### src/rtl/sb_debug_regfile_target.sv
// System-bus target holding a bank of 32-bit debug registers.
// Answers single and burst reads/writes in a fixed address window; every output is a flop.
module sb_debug_regfile_target #(
   parameter logic [31:0] BASE_ADDR   = 32'h5000_0000,
   parameter int          ADDR_WORDS  = 16,
   parameter int          WAIT_STATES = 0
) (
   input  logic        sb_clock_i,
   input  logic        sb_reset_i,
   input  logic        sb_begin_transaction_i,
   input  logic [31:0] sb_address_data_i,
   input  logic        sb_read_n_write_i,
   input  logic [7:0]  sb_burst_size_i,
   input  logic [3:0]  sb_byte_enables_i,
   input  logic        sb_data_valid_i,
   input  logic        sb_end_transaction_i,
   output logic [31:0] sb_address_data_o,
   output logic        sb_data_valid_o,
   output logic        sb_end_transaction_o,
   output logic        sb_busy_o,
   output logic        sb_error_o
);

   localparam int         IDX_W     = $clog2(ADDR_WORDS);
   localparam int         TAG_LSB   = 2 + IDX_W;
   localparam logic [3:0] WAIT_LOAD = (WAIT_STATES > 0) ? 4'(WAIT_STATES - 1) : 4'd0;

   typedef enum logic [2:0] {IDLE, WRITE, RWAIT, READ, REND, ERR_R, ERR_W} state_t;

   state_t           state, state_nxt;
   logic [IDX_W-1:0] idx, idx_nxt;
   logic [8:0]       remaining, remaining_nxt;
   logic [3:0]       lanes, lanes_nxt;
   logic [3:0]       wait_cnt, wait_cnt_nxt;
   logic [31:0]      data_nxt;
   logic             valid_nxt, end_nxt, busy_nxt, error_nxt;
   logic             wr_en;
   logic [31:0]      regs [ADDR_WORDS];

   logic             hit;
   logic [IDX_W-1:0] addr_idx;
   logic [8:0]       beats_req;

   assign hit       = (sb_address_data_i[31:TAG_LSB] == BASE_ADDR[31:TAG_LSB]);
   assign addr_idx  = sb_address_data_i[TAG_LSB-1:2];
   assign beats_req = {1'b0, sb_burst_size_i} + 9'd1;

   // Outputs are computed one cycle ahead so they can be registered with the state.
   always_comb begin
      state_nxt     = state;
      idx_nxt       = idx;
      remaining_nxt = remaining;
      lanes_nxt     = lanes;
      wait_cnt_nxt  = wait_cnt;
      data_nxt      = '0;
      valid_nxt     = 1'b0;
      end_nxt       = 1'b0;
      busy_nxt      = 1'b0;
      error_nxt     = 1'b0;
      wr_en         = 1'b0;
      case (state)
         IDLE: begin
            if (sb_begin_transaction_i) begin
               lanes_nxt = sb_byte_enables_i;
               if (!hit) begin
                  error_nxt = 1'b1;
                  if (sb_read_n_write_i) begin
                     state_nxt = ERR_R;
                     end_nxt   = 1'b1;
                  end else begin
                     state_nxt = ERR_W;
                  end
               end else if (!sb_read_n_write_i) begin
                  state_nxt     = WRITE;
                  idx_nxt       = addr_idx;
                  remaining_nxt = beats_req;
               end else if (WAIT_STATES > 0) begin
                  state_nxt     = RWAIT;
                  busy_nxt      = 1'b1;
                  wait_cnt_nxt  = WAIT_LOAD;
                  idx_nxt       = addr_idx;
                  remaining_nxt = beats_req;
               end else begin
                  state_nxt     = READ;
                  valid_nxt     = 1'b1;
                  data_nxt      = regs[addr_idx];
                  idx_nxt       = addr_idx + IDX_W'(1);
                  remaining_nxt = beats_req - 9'd1;
               end
            end
         end
         WRITE: begin
            if (sb_data_valid_i && (remaining != 9'd0)) begin
               wr_en         = 1'b1;
               idx_nxt       = idx + IDX_W'(1);
               remaining_nxt = remaining - 9'd1;
            end
            if (sb_end_transaction_i) begin
               state_nxt = IDLE;
            end
         end
         RWAIT: begin
            if (wait_cnt == 4'd0) begin
               state_nxt     = READ;
               valid_nxt     = 1'b1;
               data_nxt      = regs[idx];
               idx_nxt       = idx + IDX_W'(1);
               remaining_nxt = remaining - 9'd1;
            end else begin
               busy_nxt     = 1'b1;
               wait_cnt_nxt = wait_cnt - 4'd1;
            end
         end
         READ: begin
            // remaining counts beats not yet placed on the bus
            if (remaining == 9'd0) begin
               state_nxt = REND;
               end_nxt   = 1'b1;
            end else begin
               valid_nxt     = 1'b1;
               data_nxt      = regs[idx];
               idx_nxt       = idx + IDX_W'(1);
               remaining_nxt = remaining - 9'd1;
            end
         end
         REND: begin
            state_nxt = IDLE;
         end
         ERR_R: begin
            state_nxt = IDLE;
         end
         ERR_W: begin
            if (sb_end_transaction_i) begin
               state_nxt = IDLE;
            end
         end
         default: begin
            state_nxt = IDLE;
         end
      endcase
   end

   always_ff @(posedge sb_clock_i or posedge sb_reset_i) begin
      if (sb_reset_i) begin
         state                <= IDLE;
         idx                  <= '0;
         remaining            <= '0;
         lanes                <= '0;
         wait_cnt             <= '0;
         sb_address_data_o    <= '0;
         sb_data_valid_o      <= 1'b0;
         sb_end_transaction_o <= 1'b0;
         sb_busy_o            <= 1'b0;
         sb_error_o           <= 1'b0;
      end else begin
         state                <= state_nxt;
         idx                  <= idx_nxt;
         remaining            <= remaining_nxt;
         lanes                <= lanes_nxt;
         wait_cnt             <= wait_cnt_nxt;
         sb_address_data_o    <= data_nxt;
         sb_data_valid_o      <= valid_nxt;
         sb_end_transaction_o <= end_nxt;
         sb_busy_o            <= busy_nxt;
         sb_error_o           <= error_nxt;
      end
   end

   // Write beats merge only the enabled byte lanes into the addressed register.
   always_ff @(posedge sb_clock_i or posedge sb_reset_i) begin
      if (sb_reset_i) begin
         for (int i = 0; i < ADDR_WORDS; i++) begin
            regs[i] <= '0;
         end
      end else if (wr_en) begin
         for (int b = 0; b < 4; b++) begin
            if (lanes[b]) begin
               regs[idx][8*b +: 8] <= sb_address_data_i[8*b +: 8];
            end
         end
      end
   end

endmodule
### config.mk
export PLATFORM = sky130hd
export DESIGN_NAME = sb_debug_regfile_target
export DESIGN_NICKNAME = d
export VERILOG_FILES = /design/src/rtl/sb_debug_regfile_target.sv
export SDC_FILE = /design/constraint.sdc
export NUM_CORES = 1
export LEC_CHECK = 0
export ABC_AREA = 0
export CAP_MARGIN = 40
export CORE_AREA = 2 2 225 227
export CTS_CLUSTER_DIAMETER = 80
export DETAILED_ROUTE_END_ITERATION = 7
export DIE_AREA = 0 0 227 229
export PLACE_DENSITY = 0.83
export SETUP_SLACK_MARGIN = 0.5
export SYNTH_ARGS = -nofsm -noshare
export SYNTH_HDL_FRONTEND = slang
export SYNTH_SLANG_ARGS = --single-unit
export TNS_END_PERCENT = 50
### constraint.sdc
create_clock -name sb_clock_i -period 53.2 [get_ports sb_clock_i]
set_input_delay 10.64 -clock sb_clock_i [delete_from_list [all_inputs] [get_ports sb_clock_i]]
set_output_delay 10.64 -clock sb_clock_i [all_outputs]
set_load 0.1 [all_outputs]
==> results of run 1 <==
-- state kept, by name (all words and copies together), names as in the netlist --
signal / cells
regs: 512
sb_address_data_o: 32
remaining: 9
idx: 4
lanes: 4
wait_cnt: 4
state: 3
sb_busy_o: 1
sb_data_valid_o: 1
sb_end_transaction_o: 1
sb_error_o: 1
-- through the flow --
stage / utilization / cells / worst slack, ps
after floorplan: - / 1922 / 26560
after global placement: 0.6686 / 2567 / 38800
after detailed placement: 0.6860 / 2612 / 38990
after CTS: 0.7272 / 2719 / 39670
after global routing: 0.7272 / 2719 / 39300
final: 0.7272 / 2719 / 39590
-- layout make-up --
class,count,share of cell area
Sequential cell,572,0.3967
Tap cell,672,0.02328
Timing Repair Buffer,151,0.05169
Clock buffer,92,0.05048
Clock inverter,15,0.006306
Multi-Input combinational cell,1138,0.4631
Inverter,79,0.008419
-- worst register-to-register path, cell delays in order (launching register included) --
cell	delay, ps
dfrtp_4	780
buf_4	700
buf_4	780
mux4_2	630
mux4_2	480
inv_1	70
o22ai_1	70
-- kinds of logic after synthesis --
logic type               synth area share
AO/OA/AOI/OAI                     0.01879
buffers and inverters             0.02757
flip-flops                         0.4487
XOR/XNOR                         0.004393
AND/OR/NAND/NOR                   0.04993
multiplexers                       0.4463
adder cells (fa/ha/maj)          0.004314
-- path summary, 6_finish.rpt --
kind	from	to	slack [ps]	cells after the start
worst max-delay path	sb_address_data_i[31]	sb_address_data_o[22]	39590	7
worst min-delay path	wait_cnt[0]	wait_cnt[0]	510	1
worst max register to register	idx[0]	sb_address_data_o[26]	49550	6
worst min register to register	wait_cnt[0]	wait_cnt[0]	510	1
max in group asynchronous	sb_reset_i	regs[94]	39780	7
min in group asynchronous	sb_reset_i	regs[359]	10390	2
-- cell usage in the layout, fill, tap and decap left out, types with 5 or more instances in the layout --
cell type	n
mux2_4	320
nor2_2	24
clkdlybuf4s50_1	81
o21ai_0	19
o22ai_1	33
nor2_8	40
inv_1	78
xnor2_1	11
nor2_1	22
nor4_1	8
bufinv_16	6
mux4_2	320
clkbuf_16	61
clkbuf_1	13
nor2b_1	5
buf_8	29
nor3_1	12
dfrtp_1	568
ha_1	11
buf_16	14
buf_4	22
clkinv_2	8
clkbuf_8	19
nand3_1	10
a21oi_1	16
mux2_2	196
nand2_1	29
xor2_1	5
-- routing by layer --
| layer | vias to the layer above | part of all wire | wire length [um] |
|---|---|---|---|
| li1 | 7559 | - | - |
| met1 | 10150 | 0.40 | 32400 |
| met2 | 891 | 0.49 | 39090 |
| met3 | 199 | 0.077 | 6165 |
| met4 | 0 | 0.033 | 2642 |
| met5 | - | 0 | 0 |
-- power by group --
group          total (mW)  internal, mW  switching, mW
Combinational       0.571         0.323          0.248
Sequential          0.661         0.549          0.112
Clock               0.439         0.263          0.176
==> impl_metrics.py, run 1 <==
metrics = {
    "timing": {
        "clock.fmax_ghz": 0.07348,
        "fin_crit_ps": 13610,
        "slew_headroom": 0.3470,
        "hold_viol": 0,
        "rsz0062_at_grt": "no",
        "setup_viol": 0,
        "slew_viol_final": 0,
        "fin_worst_skew_ps": 17.09,
        "tightest_slew_ps": 975.9,
        "layout_worst_path_cycle_share": 0.2558,
        "finalSetupTns_ps": 0,
        "whs_ps": 510.0,
    },
    "route": {
        "vias_per_cell": 6.914,
        "routed_wl_um": 80300,
        "drt-initial-drc-count": 1790,
        "drc": 0,
        "wl_per_cell_um": 29.53,
        "num_vias": 18800,
        "dr.pass1.iters": 5,
        "ant_nets": 0,
    },
    "grt": {
        "grtUsageMet1": 0.4607,
        "grtUsageTotal": 0.3240,
        "grt_pass1_vias": 20080,
        "met3_usage": 0.06979,
        "grt_pass1_wl_um": 126000,
        "grt.busiest_layer": "met2",
        "antenna_found_initial": 2,
        "grt_max_degree": 93,
        "overflow": 0,
        "grt.met2_usage": 0.5070,
    },
    "critical_path": {
        "path_delay_family": "simple AND/OR/NAND/NOR gates",
        "cp_slowest_cell": "nor4_1",
        "worstSetupPathType": "input pin to register",
        "path_cells": "clkdlybuf4s50_1 > nor4_1 > nand3_1 > nor2_1 > nand3_2 > buf_4 > o22ai_1",
        "cp-start-kind": "input pin",
        "critical_path_buf_inv_count": 2,
        "required_ps": 53730,
        "max_stage_delay_ps": 910,
        "path_max_fanout": 29,
        "endpoint_kind": "register",
        "cp.arrival_ps": 14140,
    },
    "clocking": {
        "clk_path_buf_depth": 3,
        "cts_resized": 0,
        "cts.sinks": 572,
        "cts_tree": "built",
        "cts_setup_buffers": 0,
        "hold_buffers": 0,
        "htreeDepth": 2,
        "cts_made_buffers": 60,
        "clkTransAtPathRegs_ps": 60,
        "clk_latency_ps": 630,
        "cts_root_buffer": "clkbuf_16",
    },
    "layout": {
        "fill_cells": 3028,
        "multiInputGateArea_mm2": 0.01672,
        "seq_area_mm2": 0.01433,
        "drive_above_1_share": 0.5291,
        "final_area_mm2": 0.03611,
        "antenna_cells": 0,
        "synthToLayoutAreaGrowth_pct": 13.20,
        "finalNetCount": 2063,
    },
    "synthesis": {
        "synth_top_flop_cell": "dfrtp_1",
        "synth.top_cell.area_share": 0.4487,
        "synth_edf_count": 0,
        "yosysTopAreaCell": "dfrtp_1",
        "synth_warnings": 0,
        "yosysSeqAreaShare": 0.4487,
        "ys_ff_latch": 572,
        "synth_common_cells": "dfrtp_1 (572), mux2_4 (320), mux4_2 (320), mux2_2 (196), clkbuf_1 (88)",
        "post_synth.cell_area_avg_um2": 16.60,
        "syn_inst": 1922,
        "synth.net_count": 1983,
        "async_flop_share": 1.000,
        "synth.most_common_cell": "dfrtp_1",
        "synth_area_mm2": 0.03190,
        "synth_area_leaders": "dfrtp_1 (45%), mux4_2 (23%), mux2_4 (15%), mux2_2 (6.9%), nor2_8 (2.5%)",
        "synth_cell_types": 57,
    },
    "floorplan": {
        "ioPinCount": 86,
        "start_util": 0.6424,
        "die_width_um": 227,
        "die_h_um": 229,
        "std_cell_rows": 82,
        "coreArea_mm2": 0.04966,
        "dieArea_mm2": 0.05198,
    },
    "worst_hold_path": {
        "hp-class": "register to register",
    },
    "pwr": {
        "p_total_mw": 1.671,
        "ir_drop_mv": 0.04173,
        "p_leak_nw": 16.46,
        "power_density_mw_per_mm2": 46.28,
    },
    "placement": {
        "place_area_mm2": 0.03406,
        "port_buffers": 85,
        "hpwl_um": 46980,
        "gp_congestion": 0.8522,
    },
    "run_status": {
        "status": "finished clean",
    },
    "job": {
        "max_cap_violations": 0,
    },
}
(Power assumes the default switching activity.)
==> run 2, diff against run 1 <==
--- a/config.mk
+++ b/config.mk
@@ -7,11 +7,11 @@
 export LEC_CHECK = 0
 export ABC_AREA = 0
 export CAP_MARGIN = 40
-export CORE_AREA = 2 2 225 227
+export CORE_AREA = 2 2 240 242
 export CTS_CLUSTER_DIAMETER = 80
 export DETAILED_ROUTE_END_ITERATION = 7
-export DIE_AREA = 0 0 227 229
-export PLACE_DENSITY = 0.83
+export DIE_AREA = 0 0 242 244
+export PLACE_DENSITY = 0.77
 export SETUP_SLACK_MARGIN = 0.5
 export SYNTH_ARGS = -nofsm -noshare
 export SYNTH_HDL_FRONTEND = slang
==> constraint.sdc (replaced) <==
create_clock -name sb_clock_i -period 12.5 [get_ports sb_clock_i]
set_input_delay 2.5 -clock sb_clock_i [delete_from_list [all_inputs] [get_ports sb_clock_i]]
set_output_delay 2.5 -clock sb_clock_i [all_outputs]
set_load 0.1 [all_outputs]
==> impl_metrics.py, run 2 (synthesis results as in run 1) <==
metrics = {
    "timing": {
        "tightest_slew_ps": 1018,
        "fin_crit_ps": 5588,
        "finalSetupTns_ps": 0,
        "fin_worst_skew_ps": 16.91,
        "slew_headroom": 0.3211,
        "clock.fmax_ghz": 0.1790,
        "layout_worst_path_cycle_share": 0.4470,
        "setup_viol": 0,
        "slew_viol_final": 0,
        "hold_viol": 0,
        "rsz0062_at_grt": "no",
    },
    "layout": {
        "largest_register_ffs": 512,
        "finalNetCount": 2070,
        "synthToLayoutAreaGrowth_pct": 14.04,
        "final_area_mm2": 0.03638,
        "final_common_cell": "dfrtp_1",
        "layout_common_cells": "dfrtp_1 (568), mux2_4 (320), mux4_2 (320), mux2_2 (196), clkdlybuf4s50_1 (81)",
        "postLayoutCoreUtil": 0.6477,
        "regMostFlops": "regs",
        "reg_top3": "regs (512), sb_address_data_o (32), remaining (9)",
        "drive_above_1_share": 0.5316,
    },
    "floorplan": {
        "coreArea_mm2": 0.05617,
        "die_h_um": 244,
        "dieArea_mm2": 0.05905,
        "ioPinCount": 86,
        "start_util": 0.5680,
        "std_cell_rows": 87,
        "die_width_um": 242,
    },
    "grt": {
        "antenna_found_initial": 3,
        "grt_max_degree": 171,
        "grt_pass1_wl_um": 125000,
        "grt_pass1_vias": 19790,
        "grtUsageTotal": 0.2793,
        "overflow": 0,
    },
    "critical_path": {
        "path_max_fanout": 25,
        "reg2reg_setup_slack_ps": 8880,
        "startpoint": "sb_address_data_i[17]",
        "r2r_cells": 8,
        "cp-start-kind": "input pin",
        "required_ps": 13000,
        "endpoint": "sb_address_data_o[15]",
        "worstSetupPathType": "input pin to register",
        "reg2reg_to": "regs[23]",
        "endpoint_kind": "register",
        "cp.arrival_ps": 6080,
        "rr_startpoint": "remaining[0]",
    },
    "pwr": {
        "power_density_mw_per_mm2": 200.2,
        "seq_power_share": 0.388,
        "power.internal_mw": 4.980,
        "ir_drop_mv": 0.1156,
        "clkPwrFrac": 0.283,
        "switchingPower_mw": 2.304,
        "p_leak_nw": 16.53,
        "p_total_mw": 7.284,
        "comb_power_share": 0.329,
        "swShare": 0.3163,
    },
    "placement": {
        "place_area_mm2": 0.03407,
        "port_buffers": 85,
        "gp_congestion": 0.8040,
        "hpwl_um": 47340,
    },
    "clocking": {
        "cts_resized": 0,
        "cts_made_buffers": 67,
        "htreeDepth": 3,
        "clk_path_buf_depth": 3,
        "cts_root_buffer": "clkbuf_16",
        "hold_buffers": 0,
        "clkTransAtPathRegs_ps": 60,
        "cts_setup_buffers": 0,
        "cts_tree": "built",
        "clk_latency_ps": 600,
        "cts.sinks": 572,
    },
    "route": {
        "drc": 0,
        "wl_per_cell_um": 28.36,
        "num_vias": 18590,
        "vias_per_cell": 6.609,
        "dr.pass1.iters": 5,
        "drt-initial-drc-count": 1747,
        "routed_wl_um": 79770,
        "ant_nets": 0,
    },
    "worst_hold_path": {
        "hp-class": "register to register",
    },
    "job": {
        "max_cap_violations": 0,
    },
    "run_status": {
        "status": "finished clean",
    },
}
-- run 2: power groups by stage --
stage               clock network (mW)  registers [mW]  logic, mW
global placement                     0            2.85       2.19
finish                            2.06            2.82       2.40
CTS                               2.09            2.81       2.41
global route                      2.17            2.88       2.54
detailed placement                   0            2.83       2.39
floorplan                            0            2.74       1.86
-- run 2: critical path, stage by stage --
cell and delay (ps):
clkdlybuf4s50_1 740, nor4_1 660, nand4_1 310, nor2_1 710, nand3_2 450, buf_4 450
o22ai_1 230
-- run 2: worst min-delay path by stage --
stage                 startpoint      endpoint  slack, ps  cells past startpoint
finish               wait_cnt[0]   wait_cnt[0]        510                      1
global route         wait_cnt[3]   wait_cnt[3]        530                      1
CTS                  wait_cnt[3]   wait_cnt[3]        510                      1
detailed placement   wait_cnt[3]   wait_cnt[3]        500                      1
global placement    remaining[6]  remaining[6]        480                      2
floorplan           remaining[6]  remaining[6]        460                      2
-- run 2: layout make-up --
cell class                      count  area (um2)
Fill cell                        3868       19790
Clock buffer                       94        1973
Timing Repair Buffer              151        1774
Sequential cell                   572       14330
Antenna cell                        1       2.502
Multi-Input combinational cell   1138       16720
Tap cell                          756       945.9
Inverter                           79       300.3
Clock inverter                     22       334.1
-- run 2: routing by layer --
layer  track usage  up-vias  part of all wire
met5             0        -           0.00029
met4       0.09768        4             0.028
met3       0.05180      156             0.070
met2        0.4454      763              0.49
met1        0.3905    10080              0.41
li1              -     7587                 -
-- run 2: stage by stage --
stage | setup WS, ps | std cells | hold slack [ps]
final | 6912 | 2813 | 511.5
after CTS | 6962 | 2812 | 511.7
after global placement | 6351 | 2651 | 476.1
after floorplan | 2208 | 1922 | 460.9
after global routing | 6815 | 2813 | 526.2
after detailed placement | 6410 | 2696 | 496.1
==> run 3, diff against run 2 <==
--- a/config.mk
+++ b/config.mk
@@ -7,11 +7,11 @@
 export LEC_CHECK = 0
 export ABC_AREA = 0
 export CAP_MARGIN = 40
-export CORE_AREA = 2 2 240 242
+export CORE_AREA = 2 2 229 231
 export CTS_CLUSTER_DIAMETER = 80
 export DETAILED_ROUTE_END_ITERATION = 7
-export DIE_AREA = 0 0 242 244
-export PLACE_DENSITY = 0.77
+export DIE_AREA = 0 0 231 233
+export PLACE_DENSITY = 0.8
 export SETUP_SLACK_MARGIN = 0.5
 export SYNTH_ARGS = -nofsm -noshare
 export SYNTH_HDL_FRONTEND = slang
==> constraint.sdc (replaced) <==
create_clock -name sb_clock_i -period 5.5 [get_ports sb_clock_i]
set_input_delay 1.1 -clock sb_clock_i [delete_from_list [all_inputs] [get_ports sb_clock_i]]
set_output_delay 1.1 -clock sb_clock_i [all_outputs]
set_load 0.1 [all_outputs]
==> impl_metrics.py, run 3 (synthesis results as in run 1) <==
metrics = {
    "timing": {
        "rsz0062_at_grt": "no",
        "hold_viol": 0,
        "slew_viol_final": 0,
        "layout_worst_path_cycle_share": 0.7093,
        "setup_viol": 0,
        "fin_crit_ps": 3901,
        "clock.fmax_ghz": 0.2563,
        "slew_headroom": 0.3878,
        "tightest_slew_ps": 915.0,
        "fin_worst_skew_ps": 21.05,
    },
    "route": {
        "vias_per_cell": 6.839,
        "drc": 0,
        "ant_nets": 0,
        "drt-initial-drc-count": 1889,
        "wl_per_cell_um": 28.89,
        "routed_wl_um": 78930,
        "num_vias": 18690,
        "dr.pass1.iters": 6,
    },
    "layout": {
        "synthToLayoutAreaGrowth_pct": 13.66,
        "postLayoutCoreUtil": 0.7097,
        "final_area_mm2": 0.03626,
        "final_common_cell": "dfrtp_1",
        "drive_above_1_share": 0.5336,
        "regMostFlops": "regs",
        "fill_cells": 3154,
        "largest_register_ffs": 512,
        "finalNetCount": 2065,
        "antenna_cells": 0,
        "reg_top3": "regs (512), sb_address_data_o (32), remaining (9)",
        "layout_common_cells": "dfrtp_1 (568), mux2_4 (320), mux4_2 (320), mux2_2 (196), clkdlybuf4s50_1 (81)",
    },
    "grt": {
        "overflow": 0,
        "grt_pass1_vias": 19780,
        "antenna_found_initial": 0,
        "grt_max_degree": 132,
        "grt_pass1_wl_um": 123500,
        "grtUsageTotal": 0.3057,
    },
    "worst_hold_path": {
        "hp-class": "register to register",
        "min_path_cells": 2,
    },
    "clocking": {
        "hold_buffers": 0,
        "cts.sinks": 572,
        "clkTransAtPathRegs_ps": 60,
        "cts_made_buffers": 59,
        "clk_latency_ps": 620,
        "cts_root_buffer": "clkbuf_16",
        "cts_resized": 0,
        "cts_setup_buffers": 0,
        "clk_path_buf_depth": 3,
        "cts_tree": "built",
        "htreeDepth": 2,
    },
    "placement": {
        "hpwl_um": 47040,
        "place_area_mm2": 0.03403,
        "gp_congestion": 0.8821,
        "port_buffers": 85,
    },
    "floorplan": {
        "coreArea_mm2": 0.05109,
        "die_width_um": 231,
        "dieArea_mm2": 0.05382,
        "die_h_um": 233,
        "start_util": 0.6244,
        "std_cell_rows": 83,
        "ioPinCount": 86,
    },
    "pwr": {
        "clkPwrFrac": 0.277,
        "power.internal_mw": 11.27,
        "ir_drop_mv": 0.2794,
        "seq_power_share": 0.390,
        "swShare": 0.3138,
        "comb_power_share": 0.333,
        "switchingPower_mw": 5.155,
        "power_density_mw_per_mm2": 453.0,
        "p_leak_nw": 16.53,
    },
    "critical_path": {
        "r2r_cells": 8,
        "cp.arrival_ps": 4420,
        "path_max_fanout": 18,
        "cp-start-kind": "input pin",
        "worstSetupPathType": "input pin to register",
        "endpoint_kind": "register",
        "required_ps": 6020,
    },
    "run_status": {
        "status": "finished clean",
    },
    "job": {
        "max_cap_violations": 0,
    },
}
run 3: cell count changes in the layout (fill, tap and decap cells not counted), moves of 6 or more:
| cell | delta |
|---|---|
| clkinv_2 | +6 |
| clkbuf_1 | -6 |
| bufinv_16 | +6 |
| clkbuf_16 | -10 |
| buf_12 | +7 |
run 3: layer usage:
metal  share of wire  routed length [um]  vias to the layer above  global-route usage
li1                -                   -                     7583                   -
met1            0.41               32300                    10140              0.4334
met2            0.49               38970                      793              0.4881
met3           0.066                5178                      172             0.04620
met4           0.031                2481                        0              0.1099
met5               0                   0                        -                   0
run 3: cell type report:
class,count,area (um2),share of cell area
Clock inverter,30,511.7,0.01411
Multi-Input combinational cell,1138,16720,0.4612
Clock buffer,79,1714,0.04727
Timing Repair Buffer,154,1832,0.05052
Tap cell,680,850.8,0.02346
Inverter,79,300.3,0.008282
Sequential cell,572,14330,0.3951
run 3: power by group through the flow:
stage	combinational, mW	clock (mW)	sequential (mW)
4_1_cts	5.49	4.60	6.37
3_5_place_dp	5.45	0	6.41
3_3_place_gp	5.08	0	6.39
2_1_floorplan	4.23	0	6.22
6_report	5.47	4.55	6.41
5_1_grt	5.78	4.78	6.53
run 3: worst max-delay path, cell delays in order:
cell and delay (ps):
clkdlybuf4s50_1 810, nor4_1 680, nand4_1 340, nor2_1 210
buf_4 200, nand3_2 280, buf_4 390, buf_4 240
o22ai_1 140
run 3: final timing paths:
path                                       start                   end  slack (ps)
min reg2reg                         remaining[6]          remaining[6]         500
max                        sb_address_data_i[19]  sb_address_data_o[7]        1600
min                                 remaining[6]          remaining[6]         500
min in group asynchronous             sb_reset_i                idx[1]        1000
max in group asynchronous             sb_reset_i             regs[242]        3350
max reg2reg                         remaining[0]              regs[77]        1850
run 3: metrics by stage:
step	hold slack [ps]	setup WS [ps]	TNS, ps	std cells	total power, mW
finish	498.6	1599	0	2732	16.43
global route	523.3	1543	0	2732	17.09
CTS	500.5	1694	0	2732	16.46
detailed placement	484.9	1057	0	2623	11.86
global placement	483.5	1034	0	2585	11.47
floorplan	460.9	-3392	-1939980	1922	10.45
